**config.mk**
```make
export PLATFORM = sky130hd
export DESIGN_NAME = wb_xbar
export DESIGN_NICKNAME = d
export VERILOG_FILES = /design/src/rtl/wb_xbar_pkg.sv /design/src/rtl/wb_rr_arbiter.sv /design/src/rtl/wb_xbar.sv
export SDC_FILE = /design/constraint.sdc
export NUM_CORES = 1
export LEC_CHECK = 0
export BUFFER_PORTS_ARGS = -buffer_cell sky130_fd_sc_hd__buf_2
export CORE_AREA = 8 8 150 152
export CTS_CLUSTER_DIAMETER = 150
export DETAILED_ROUTE_END_ITERATION = 6
export DIE_AREA = 0 0 158 160
export GPL_ROUTABILITY_DRIVEN = 0
export GPL_TIMING_DRIVEN = 0
export PLACE_DENSITY = 0.48
export SLEW_MARGIN = 20
export SYNTH_ARGS = -nofsm -noshare
export SYNTH_HDL_FRONTEND = slang
export SYNTH_SLANG_ARGS = --single-unit
```
**constraint.sdc**
```tcl
create_clock -name clk -period 2.5 [get_ports clk]
set_clock_uncertainty 0.05 [all_clocks]
set_input_delay 0.125 -clock clk [delete_from_list [all_inputs] [get_ports clk]]
set_output_delay 0.125 -clock clk [all_outputs]
set_load 0.01 [all_outputs]
```
**src/rtl/wb_xbar_pkg.sv**
```systemverilog
// Shared types and helpers for the Wishbone crossbar (wb_xbar).
// Holds the arbiter state encoding and the round-robin search function.
package wb_xbar_pkg;

  // Arbiter / transfer state
  typedef enum logic [1:0] {
    IDLE = 2'd0,
    BUSY = 2'd1,
    ERR  = 2'd2
  } xbar_state_t;

  // Widest master count supported; index fields are sized for it
  localparam int MAX_M = 8;

  // First requester searching upward (wrapping at n) from last + 1.
  // The loop walks offsets from far to near so the nearest requester is the
  // last assignment and therefore wins. Returns last when nobody requests.
  function automatic logic [2:0] rr_next(input logic [MAX_M-1:0] req,
                                         input logic [2:0]       last,
                                         input int               n);
    logic [2:0] res;
    int         idx;
    res = last;
    for (int i = n; i >= 1; i--) begin
      idx = int'(last) + i;
      if (idx >= n) idx = idx - n;
      if (req[idx[2:0]]) res = idx[2:0];
    end
    return res;
  endfunction

endpackage

```
**src/rtl/wb_rr_arbiter.sv**
```systemverilog
// Round-robin grant register for wb_xbar.
// Loads a one-hot grant when asked and remembers the last granted index so the
// next search starts just above it.
module wb_rr_arbiter
  import wb_xbar_pkg::*;
#(
  parameter int NUM_M = 4
) (
  input  logic             clk,
  input  logic             resetn,
  input  logic [NUM_M-1:0] req,
  input  logic             load,
  input  logic             clear,
  output logic [NUM_M-1:0] grant
);

  logic [2:0]       last_idx;
  logic [2:0]       next_idx;
  logic [MAX_M-1:0] req_ext;
  logic [NUM_M-1:0] next_oh;

  // Widen the request vector to the fixed width the search function expects
  always_comb begin
    req_ext = '0;
    req_ext[NUM_M-1:0] = req;
  end

  assign next_idx = rr_next(req_ext, last_idx, NUM_M);

  // One-hot form of the winning index
  always_comb begin
    next_oh = '0;
    for (int i = 0; i < NUM_M; i++) next_oh[i] = (next_idx == 3'(i));
  end

  // Grant and last-index registers; reset points last at the top index so the
  // first search after reset starts from master 0
  always_ff @(posedge clk or negedge resetn) begin
    if (!resetn) begin
      grant    <= '0;
      last_idx <= 3'(NUM_M - 1);
    end else if (load) begin
      grant    <= next_oh;
      last_idx <= next_idx;
    end else if (clear) begin
      grant    <= '0;
    end
  end

endmodule

```
**src/rtl/wb_xbar.sv**
```systemverilog
// Wishbone crossbar: NUM_M masters share one bus to NUM_S address-decoded slaves.
// Round-robin arbitration, zero-latency ack/data return, error on unmapped
// addresses. Optional ack watchdog enabled by defining WB_XBAR_TIMEOUT_EN.
module wb_xbar
  import wb_xbar_pkg::*;
#(
  parameter int NUM_M    = 4,
  parameter int NUM_S    = 8,
  parameter int AW       = 14,
  parameter int DW       = 16,
  parameter int S_ADDR_W = 4,
  parameter logic [NUM_S*S_ADDR_W-1:0] S_BASE =
    {4'hE, 4'hC, 4'hA, 4'h8, 4'h6, 4'h4, 4'h2, 4'h0},
  parameter int TIMEOUT  = 255,
  localparam int SW      = DW / 8
) (
  input  logic                clk,
  input  logic                resetn,
  input  logic [NUM_M*AW-1:0] m_adr_i,
  input  logic [NUM_M*DW-1:0] m_dat_i,
  input  logic [NUM_M*SW-1:0] m_sel_i,
  input  logic [NUM_M-1:0]    m_we_i,
  input  logic [NUM_M-1:0]    m_cyc_i,
  input  logic [NUM_M-1:0]    m_stb_i,
  output logic [NUM_M*DW-1:0] m_dat_o,
  output logic [NUM_M-1:0]    m_ack_o,
  output logic [NUM_M-1:0]    m_err_o,
  output logic [AW-1:0]       s_adr_o,
  output logic [DW-1:0]       s_dat_o,
  output logic [SW-1:0]       s_sel_o,
  output logic                s_we_o,
  output logic [NUM_S-1:0]    s_cyc_o,
  output logic [NUM_S-1:0]    s_stb_o,
  input  logic [NUM_S*DW-1:0] s_dat_i,
  input  logic [NUM_S-1:0]    s_ack_i,
  output logic [NUM_M-1:0]    grant_o
);

  xbar_state_t      state, state_nx;
  logic [NUM_M-1:0] grant;
  logic             busy, tmo_fire, hit, sel_ack;
  logic [AW-1:0]    g_adr;
  logic [DW-1:0]    g_dat, sel_dat;
  logic [SW-1:0]    g_sel;
  logic             g_we, g_cyc, g_stb;
  logic [NUM_S-1:0] sel_oh;

  assign busy = (state == BUSY);

  // Arbiter loads a grant from IDLE and drops it whenever we fall back to IDLE
  wb_rr_arbiter #(.NUM_M(NUM_M)) u_arb (
    .clk    (clk),
    .resetn (resetn),
    .req    (m_cyc_i),
    .load   ((state == IDLE) && (|m_cyc_i)),
    .clear  ((state != IDLE) && (state_nx == IDLE)),
    .grant  (grant)
  );

  // Mux the granted master onto the shared request; all zero with no grant
  always_comb begin
    g_adr = '0;
    g_dat = '0;
    g_sel = '0;
    g_we  = 1'b0;
    g_cyc = 1'b0;
    g_stb = 1'b0;
    for (int i = 0; i < NUM_M; i++) begin
      if (grant[i]) begin
        g_adr = m_adr_i[i*AW +: AW];
        g_dat = m_dat_i[i*DW +: DW];
        g_sel = m_sel_i[i*SW +: SW];
        g_we  = m_we_i[i];
        g_cyc = m_cyc_i[i];
        g_stb = m_stb_i[i];
      end
    end
  end

  // Address decode on the top bits; walking downward lets the lowest slave win
  always_comb begin
    sel_oh = '0;
    for (int k = NUM_S - 1; k >= 0; k--) begin
      if (g_adr[AW-1 -: S_ADDR_W] == S_BASE[k*S_ADDR_W +: S_ADDR_W]) begin
        sel_oh    = '0;
        sel_oh[k] = 1'b1;
      end
    end
  end

  assign hit     = |sel_oh;
  assign sel_ack = busy && (|(sel_oh & s_ack_i));

  // Read data from the selected slave
  always_comb begin
    sel_dat = '0;
    for (int k = 0; k < NUM_S; k++) begin
      if (sel_oh[k]) sel_dat = s_dat_i[k*DW +: DW];
    end
  end

`ifdef WB_XBAR_TIMEOUT_EN
  logic [15:0] wd_cnt;

  assign tmo_fire = busy && g_stb && !sel_ack && (wd_cnt == 16'(TIMEOUT - 1));

  // Watchdog counts stalled strobe cycles; any ack, idle strobe or exit from BUSY restarts it
  always_ff @(posedge clk or negedge resetn) begin
    if (!resetn) begin
      wd_cnt <= '0;
    end else if (!busy || !g_stb || sel_ack || tmo_fire) begin
      wd_cnt <= '0;
    end else begin
      wd_cnt <= wd_cnt + 16'd1;
    end
  end
`else
  // No watchdog: a stalled slave holds the bus; the term is constant zero
  assign tmo_fire = 1'b0 & (TIMEOUT > 0);
`endif

  // Transfer FSM next state; losing cyc always wins, then decode error, then timeout
  always_comb begin
    state_nx = state;
    case (state)
      IDLE:    if (|m_cyc_i) state_nx = BUSY;
      BUSY: begin
        if (!g_cyc)              state_nx = IDLE;
        else if (g_stb && !hit)  state_nx = ERR;
        else if (tmo_fire)       state_nx = ERR;
      end
      ERR:     state_nx = g_cyc ? BUSY : IDLE;
      default: state_nx = IDLE;
    endcase
  end

  // State register
  always_ff @(posedge clk or negedge resetn) begin
    if (!resetn) state <= IDLE;
    else         state <= state_nx;
  end

  // Slave-side outputs; strobes only reach the selected slave while BUSY
  assign s_adr_o = g_adr;
  assign s_dat_o = g_dat;
  assign s_sel_o = g_sel;
  assign s_we_o  = g_we;
  assign s_cyc_o = (busy && g_cyc) ? sel_oh : '0;
  assign s_stb_o = (busy && g_stb) ? sel_oh : '0;

  // Master-side responses; ack only in BUSY and err only in ERR, so never both
  assign m_ack_o = sel_ack ? grant : '0;
  assign m_err_o = (state == ERR) ? grant : '0;
  assign grant_o = grant;

  // Read data goes to the granted master only
  always_comb begin
    m_dat_o = '0;
    for (int i = 0; i < NUM_M; i++) begin
      if (busy && grant[i]) m_dat_o[i*DW +: DW] = sel_dat;
    end
  end

endmodule

```
==> impl_metrics.csv, run 1 <==
group,metric,value,unit
run_status,status,"complete, but fails checks",
run_status,violations,"negative setup slack",
pwr,p_clk_share,3.1,%
drt,vias,6885,
synth,synth-seq-area-share,6.22,%
drt,vias_per_cell,5.07,
pwr,p_comb_share,93.9,%
drt,drt-total-wl,30600,um
synth,synth_cell_types,63,
pwr,cellInternalPower,0.00416,W
setup_path,cp_num_cells,10,
timing,maxSlewViolCount,0,
pwr,max-vdd-ir-drop,0.000450,V
drt,first_pass_iters,6,
synth,synthesis.area,3660,um^2
clock_tree,clk_latency,230,ps
timing,timing.final.hold_violations,0,
timing,max_freq,0.356,GHz
synth,synth_cells,612,
setup_path,end_kind,"primary output",
placed_design,numPortBuffers,402,
pwr,switching_share,53.3,%
setup_path,critPathTopFamily,"simple AND/OR/NAND/NOR gates",
global_route,grt_pass1_wl,43000,um
timing,setup_violations,77,
clock_tree,cts_made_buffers,3,
floorplan,rows,52,
global_route,grt_max_degree,11,
clock_tree,cts.reportedPaths.clkPinSlew,40,ps
synth,synth.most_common_cell,"nand2_1",
floorplan,design.core.area,20000,um^2
timing,tightest_slew,734,ps
synth,syn_nets,892,
pwr,power.leakage,3.69,nW
timing,fin_crit_sh,112,%
finish,drive_above_1_share,59.9,%
setup_path,start_kind,"flop",
synth,async_reset_ff_share,100,%
drt,routedWlPerCell,22.5,um
synth,synth-main-ff-cell,"dfrtp_1",
pwr,pwr-share-seq,3.0,%
finish,syn2layout_area_growth,115,%
synth,synth_seq_cells,9,
floorplan,die_w,158,um
clock_tree,cts_tree,"built",
synth,synth_edf_count,0,
clock_tree,clock-root-buffer,"clkbuf_16",
global_route,gr-total-overflow,0,
flow_run,max_cap_viol_count,0,
synth,synthTopCellsByCount,"83 x nand2_1, 67 x nor2_1, 58 x o21ai_0, 55 x a21oi_1, 46 x nor3_1",
placed_design,hpwl,24100,um
floorplan,dieArea,25300,um^2
placed_design,placed_area,6030,um^2
floorplan,die_h,160,um
timing,setup_ws,-307,ps
setup_path,r2r_cells,9,
setup_path,cp_data_required_time,2330,ps
global_route,grt_use_total,22.0,%
setup_path,cpPeakStageDelay,510,ps
drt,drt_iter0_drc,491,
global_route,antenna_found_initial,3,
floorplan,start_util,18.3,%
finish,design_area,7860,um^2
synth,yosysTopAreaCellShare,8.52,%
timing,maxSlewHeadroom,49.8,%
setup_path,worstSetupPathType,"reg -> out",
global_route,grt_pass1_vias,7087,
synth,yosys_warnings,0,
pwr,cellPowerDensity,1130,nW/um^2
timing,rsz0062_at_grt,"true",
setup_path,cp.arrival,2630,ps
finish,fillers,2220,
setup_path,cp_max_fo,7,
finish,finish.utilization,39.2,%
clock_tree,clock-sinks,9,
timing,fin_crit,2810,ps
setup_path,cp_slowest_cell,"or4_4",
worst_hold_path,hold_class,"in -> async",
placed_design,pre_cts_slack,-662,ps
setup_path,crit_chain,"buf_6 -> nor3b_2 -> a211o_1 -> inv_2 -> buf_12 -> mux2i_1 -> nor3_2 -> or4_4 -> nor3b_4 -> buf_2",
clock_tree,ctsHtreeMaxLevel,1,
setup_path,critPathBufInv,4,
clock_tree,clk_path_buf_depth,2,
floorplan,pin_count,403,
drt,ant_nets,0,
drt,drc,0,
synth,yosys.area.top_type,"nand2_1",
synth,synthTopCellsByArea,"nand2_1 8.5%, o21ai_0 7.9%, a21oi_1 7.5%, a22oi_1 7.0%, nor2_1 6.9%",
pwr,p_sw,0.00476,W
finish,fin_nets,1367,
synth,syn_avg_cell_area,5.98,um^2
==> state kept, by name, indices dropped and copies added (netlist names) <==
register / cells
u_arb.grant: 4
state: 2
u_arb.last_idx: 3
==> logic make-up (layout without fill, tap and decap cells) <==
family	after synthesis	in the layout	synth area share, %
flip-flops	9	9	6.22
XOR/XNOR	1	1	0.239
other	0	1	0
multiplexers	21	21	6.50
adder cells (fa/ha/maj)	2	2	0.684
buffers and inverters	67	541	8.38
AND/OR/NAND/NOR	291	291	39.0
AO/OA/AOI/OAI	221	221	39.0
==> power by group through the flow <==
| stage | logic, W | registers (W) | clock network, W |
|---|---|---|---|
| finish | 0.00838 | 0.000263 | 0.000278 |
| global placement | 0.00541 | 0.000237 | 0 |
| global route | 0.00888 | 0.000273 | 0.000293 |
| floorplan | 0.00343 | 0.000238 | 0 |
| detailed placement | 0.00542 | 0.000239 | 0 |
| CTS | 0.00748 | 0.000254 | 0.000287 |
==> routing by layer <==
layer  GRT usage [%]  up-vias  routed length, um
met5               0        -                 23
met4            5.06        4                705
met3            5.34       50               2660
met2            41.0      340              15900
met1            24.3     3261              11300
li1                -     3230                  -
==> final timing paths <==
check                                    end         startpoint  slack, ps
max                              m_dat_o[10]     u_arb.grant[2]       -310
min                                 state[0]             resetn        230
max reg2reg                   u_arb.grant[2]  u_arb.last_idx[0]         90
min reg2reg                u_arb.last_idx[1]  u_arb.last_idx[1]        510
max in group asynchronous  u_arb.last_idx[1]             resetn       1920
min in group clk                    state[1]         m_stb_i[3]        300
==> area by class of cell <==
type / instances / area (um^2) / share of cell area, %
Clock inverter: 1 / 5.00 / 0.0637
Tap cell: 270 / 338 / 4.30
Multi-Input combinational cell: 536 / 3890 / 49.5
Timing Repair inverter: 1 / 6.26 / 0.0796
Timing Repair Buffer: 471 / 2750 / 35.0
Antenna cell: 1 / 2.50 / 0.0318
Clock buffer: 3 / 75.1 / 0.955
Inverter: 9 / 55.1 / 0.700
Sequential cell: 9 / 230 / 2.93
Buffer: 56 / 510 / 6.49
==> repair_timing <==
action,CTS,global route
endpoints found under the setup margin,121,113
gates resized for setup,193,98
endpoints found under the hold margin,9,0
pin swaps,34,38
setup buffers,48,16
hold buffers,1,0
cloned,5,2
==> layout by cell type (no fill, tap or decap), types with 7 or more instances in the layout <==
master and count:
a211oi_2 8, a21oi_1 47, a22oi_1 34, buf_12 7, buf_2 400, buf_4 56, buf_6 25, buf_8 7
clkbuf_1 16, mux2i_1 8, mux2i_2 7, nand2_1 75, nand3_1 22, nor2_1 62, nor2b_1 7, nor3_1 20
nor3_2 21, nor3b_1 18, nor3b_2 8, o21a_1 8, o21ai_0 42, o21ai_1 11, o22ai_1 8
==> through the flow <==
stage / hold slack, ps / total power [W] / instances / setup TNS [ps]
global route: 255 / 0.00944 / 1357 / -23940
finish: 231 / 0.00892 / 1357 / -15420
floorplan: -221 / 0.00367 / 612 / 0
CTS: 239 / 0.00802 / 1340 / -16130
detailed placement: -59.8 / 0.00566 / 1284 / -44070
global placement: -66.0 / 0.00564 / 1284 / -42690
Note: power is estimated with default switching activity, not from simulation.
==> inputs of run 2 (changes only) <==
--- a/config.mk
+++ b/config.mk
@@ -6,13 +6,13 @@
 export NUM_CORES = 1
 export LEC_CHECK = 0
 export BUFFER_PORTS_ARGS = -buffer_cell sky130_fd_sc_hd__buf_2
-export CORE_AREA = 8 8 150 152
+export CORE_AREA = 8 8 149 151
 export CTS_CLUSTER_DIAMETER = 150
 export DETAILED_ROUTE_END_ITERATION = 6
-export DIE_AREA = 0 0 158 160
+export DIE_AREA = 0 0 157 159
 export GPL_ROUTABILITY_DRIVEN = 0
 export GPL_TIMING_DRIVEN = 0
-export PLACE_DENSITY = 0.48
+export PLACE_DENSITY = 0.49
 export SLEW_MARGIN = 20
 export SYNTH_ARGS = -nofsm -noshare
 export SYNTH_HDL_FRONTEND = slang
==> run 2 against run 1 <==
  * The flow still finishes with violations (negative setup slack)
  * Flip-flop and latch count did not move
  * Sequential power fell by 2%
  * Combinational power fell by 2%
  * Critical path type unchanged
  * Largest cell class unchanged
==> impl_metrics.csv, run 2 (synthesis gave the netlist of run 1 again) <==
group,metric,value,unit
drt,drt-total-wl,29700,um
floorplan,start_util,18.4,%
setup_path,cp.arrival,2670,ps
pwr,cellPowerDensity,1120,nW/um^2
placed_design,dp_cells,1284,
setup_path,start_kind,"flop",
timing,tightest_slew,881,ps
drt,drt_iter0_drc,388,
finish,finalNonFillerCells,1353,
global_route,grt_max_degree,11,
global_route,grt_use_total,21.6,%
drt,ant_nets,0,
timing,setup_violations,75,
finish,drive_above_1_share,59.6,%
setup_path,reg2reg_from,"u_arb.last_idx[0]",
setup_path,worstSetupPathType,"reg -> out",
clock_tree,clock-root-buffer,"clkbuf_16",
setup_path,crit_end,"m_dat_o[24]",
finish,final_common_cell,"buf_2",
drt,first_pass_iters,5,
clock_tree,cts_made_buffers,3,
global_route,gr-total-overflow,0,
finish,fin_nets,1361,
global_route,antenna_found_initial,3,
drt,vias_per_cell,5.09,
finish,syn2layout_area_growth,113,%
placed_design,numPortBuffers,402,
drt,routedWlPerCell,22.0,um
drt,vias,6893,
setup_path,r2r_slack,70,ps
timing,maxSlewHeadroom,39.8,%
floorplan,die_w,157,um
global_route,grt_pass1_wl,41700,um
finish,final_cell_mix,"398 x buf_2, 76 x nand2_1, 64 x nor2_1",
timing,rsz0062_at_grt,"true",
clock_tree,cts.reportedPaths.clkPinSlew,40,ps
pwr,max-vdd-ir-drop,0.000504,V
timing,max_freq,0.352,GHz
timing,fin_crit,2840,ps
timing,timing.final.hold_violations,0,
finish,largest_reg_flops,4,
worst_hold_path,hold_class,"in -> async",
floorplan,die_h,159,um
floorplan,dieArea,25000,um^2
setup_path,cp_max_fo,10,
setup_path,end_kind,"primary output",
floorplan,pin_count,403,
run_status,status,"complete, but fails checks",
timing,fin_crit_sh,114,%
clock_tree,clk_latency,240,ps
drt,drc,0,
pwr,power.leakage,3.63,nW
clock_tree,cts_tree,"built",
timing,setup_ws,-340,ps
setup_path,cp_data_required_time,2330,ps
finish,design_area,7780,um^2
placed_design,pre_cts_slack,-745,ps
global_route,grt_pass1_vias,7035,
clock_tree,clk_path_buf_depth,2,
setup_path,r2r-end,"u_arb.grant[2]",
run_status,violations,"negative setup slack",
setup_path,r2r_cells,9,
floorplan,design.core.area,19800,um^2
finish,fillers,2148,
finish,reg_top3,"u_arb.grant x4, u_arb.last_idx x3, state x2",
clock_tree,ctsHtreeMaxLevel,1,
setup_path,startpoint,"u_arb.grant[3]",
placed_design,hpwl,23900,um
clock_tree,clock-sinks,9,
placed_design,placed_area,6030,um^2
finish,regMostFlops,"u_arb.grant",
floorplan,rows,52,
timing,maxSlewViolCount,0,
flow_run,max_cap_viol_count,0,
## run 2: area by class of cell
cell class                 count  area (um^2)  area share, %
multi-input combinational    536         3900           50.1
antenna                        3         7.51         0.0964
sequential                     9          229           2.94
timing repair buffer         465         2640           34.0
clock inverter                 1         5.00         0.0643
inverter                       9         51.3          0.659
clock buffer                   3         75.1          0.964
tap                          270          338           4.34
buffer                        57          534           6.86
## run 2: worst max-delay path, cell delays in order (launching register included)
cell,delay (ps)
dfrtp_2,450
buf_8,150
or2_1,210
a221o_1,310
nand2_2,160
inv_6,80
buf_12,150
or4_4,550
nor3b_1,170
buf_2,180
## run 2: where the power goes
group / switching (W) / internal [W]
registers: 0.0000510 / 0.000207
clock network: 0.0000733 / 0.000211
logic: 0.00455 / 0.00364
total: 0.00468 / 0.00405
## run 2: metrics by stage
| step | hold slack, ps | TNS, ps | utilization, % | total power, W |
|---|---|---|---|---|
| after global routing | 250 | -24480 | 39.2 | 0.00926 |
| final | 210 | -17080 | 39.2 | 0.00873 |
| after global placement | -71.4 | -44460 | 30.4 | 0.00564 |
| after detailed placement | -66.8 | -42660 | 30.4 | 0.00565 |
| after CTS | 222 | -18280 | 36.4 | 0.00777 |
| after floorplan | -221 | 0 | - | 0.00367 |
## run 2: per-layer routing
metal	track usage, %	part of all wire, %	routed length, um
met1	23.8	37	11000
met2	40.0	52	15300
met3	4.04	8.7	2590
met4	7.43	2.5	745
met5	0	0.057	17
## run 2: worst min path at each step
stage / end / slack, ps / depth (start not counted)
final: u_arb.grant[0] / 210 / 2
after global routing: u_arb.grant[1] / 250 / 2
after CTS: u_arb.grant[0] / 220 / 2
after detailed placement: u_arb.grant[0] / -70 / 1
after global placement: u_arb.grant[0] / -70 / 1
after floorplan: state[0] / -220 / 0
## run 2: repair_timing
item                                   in CTS  in global routing
setup endpoints to repair                 119                115
pin swaps                                  46                 34
resized for setup                         194                 86
endpoints found under the hold margin       9                  0
setup buffers                              39                 22
gates cloned                                1                  2
hold buffers                                1                  0
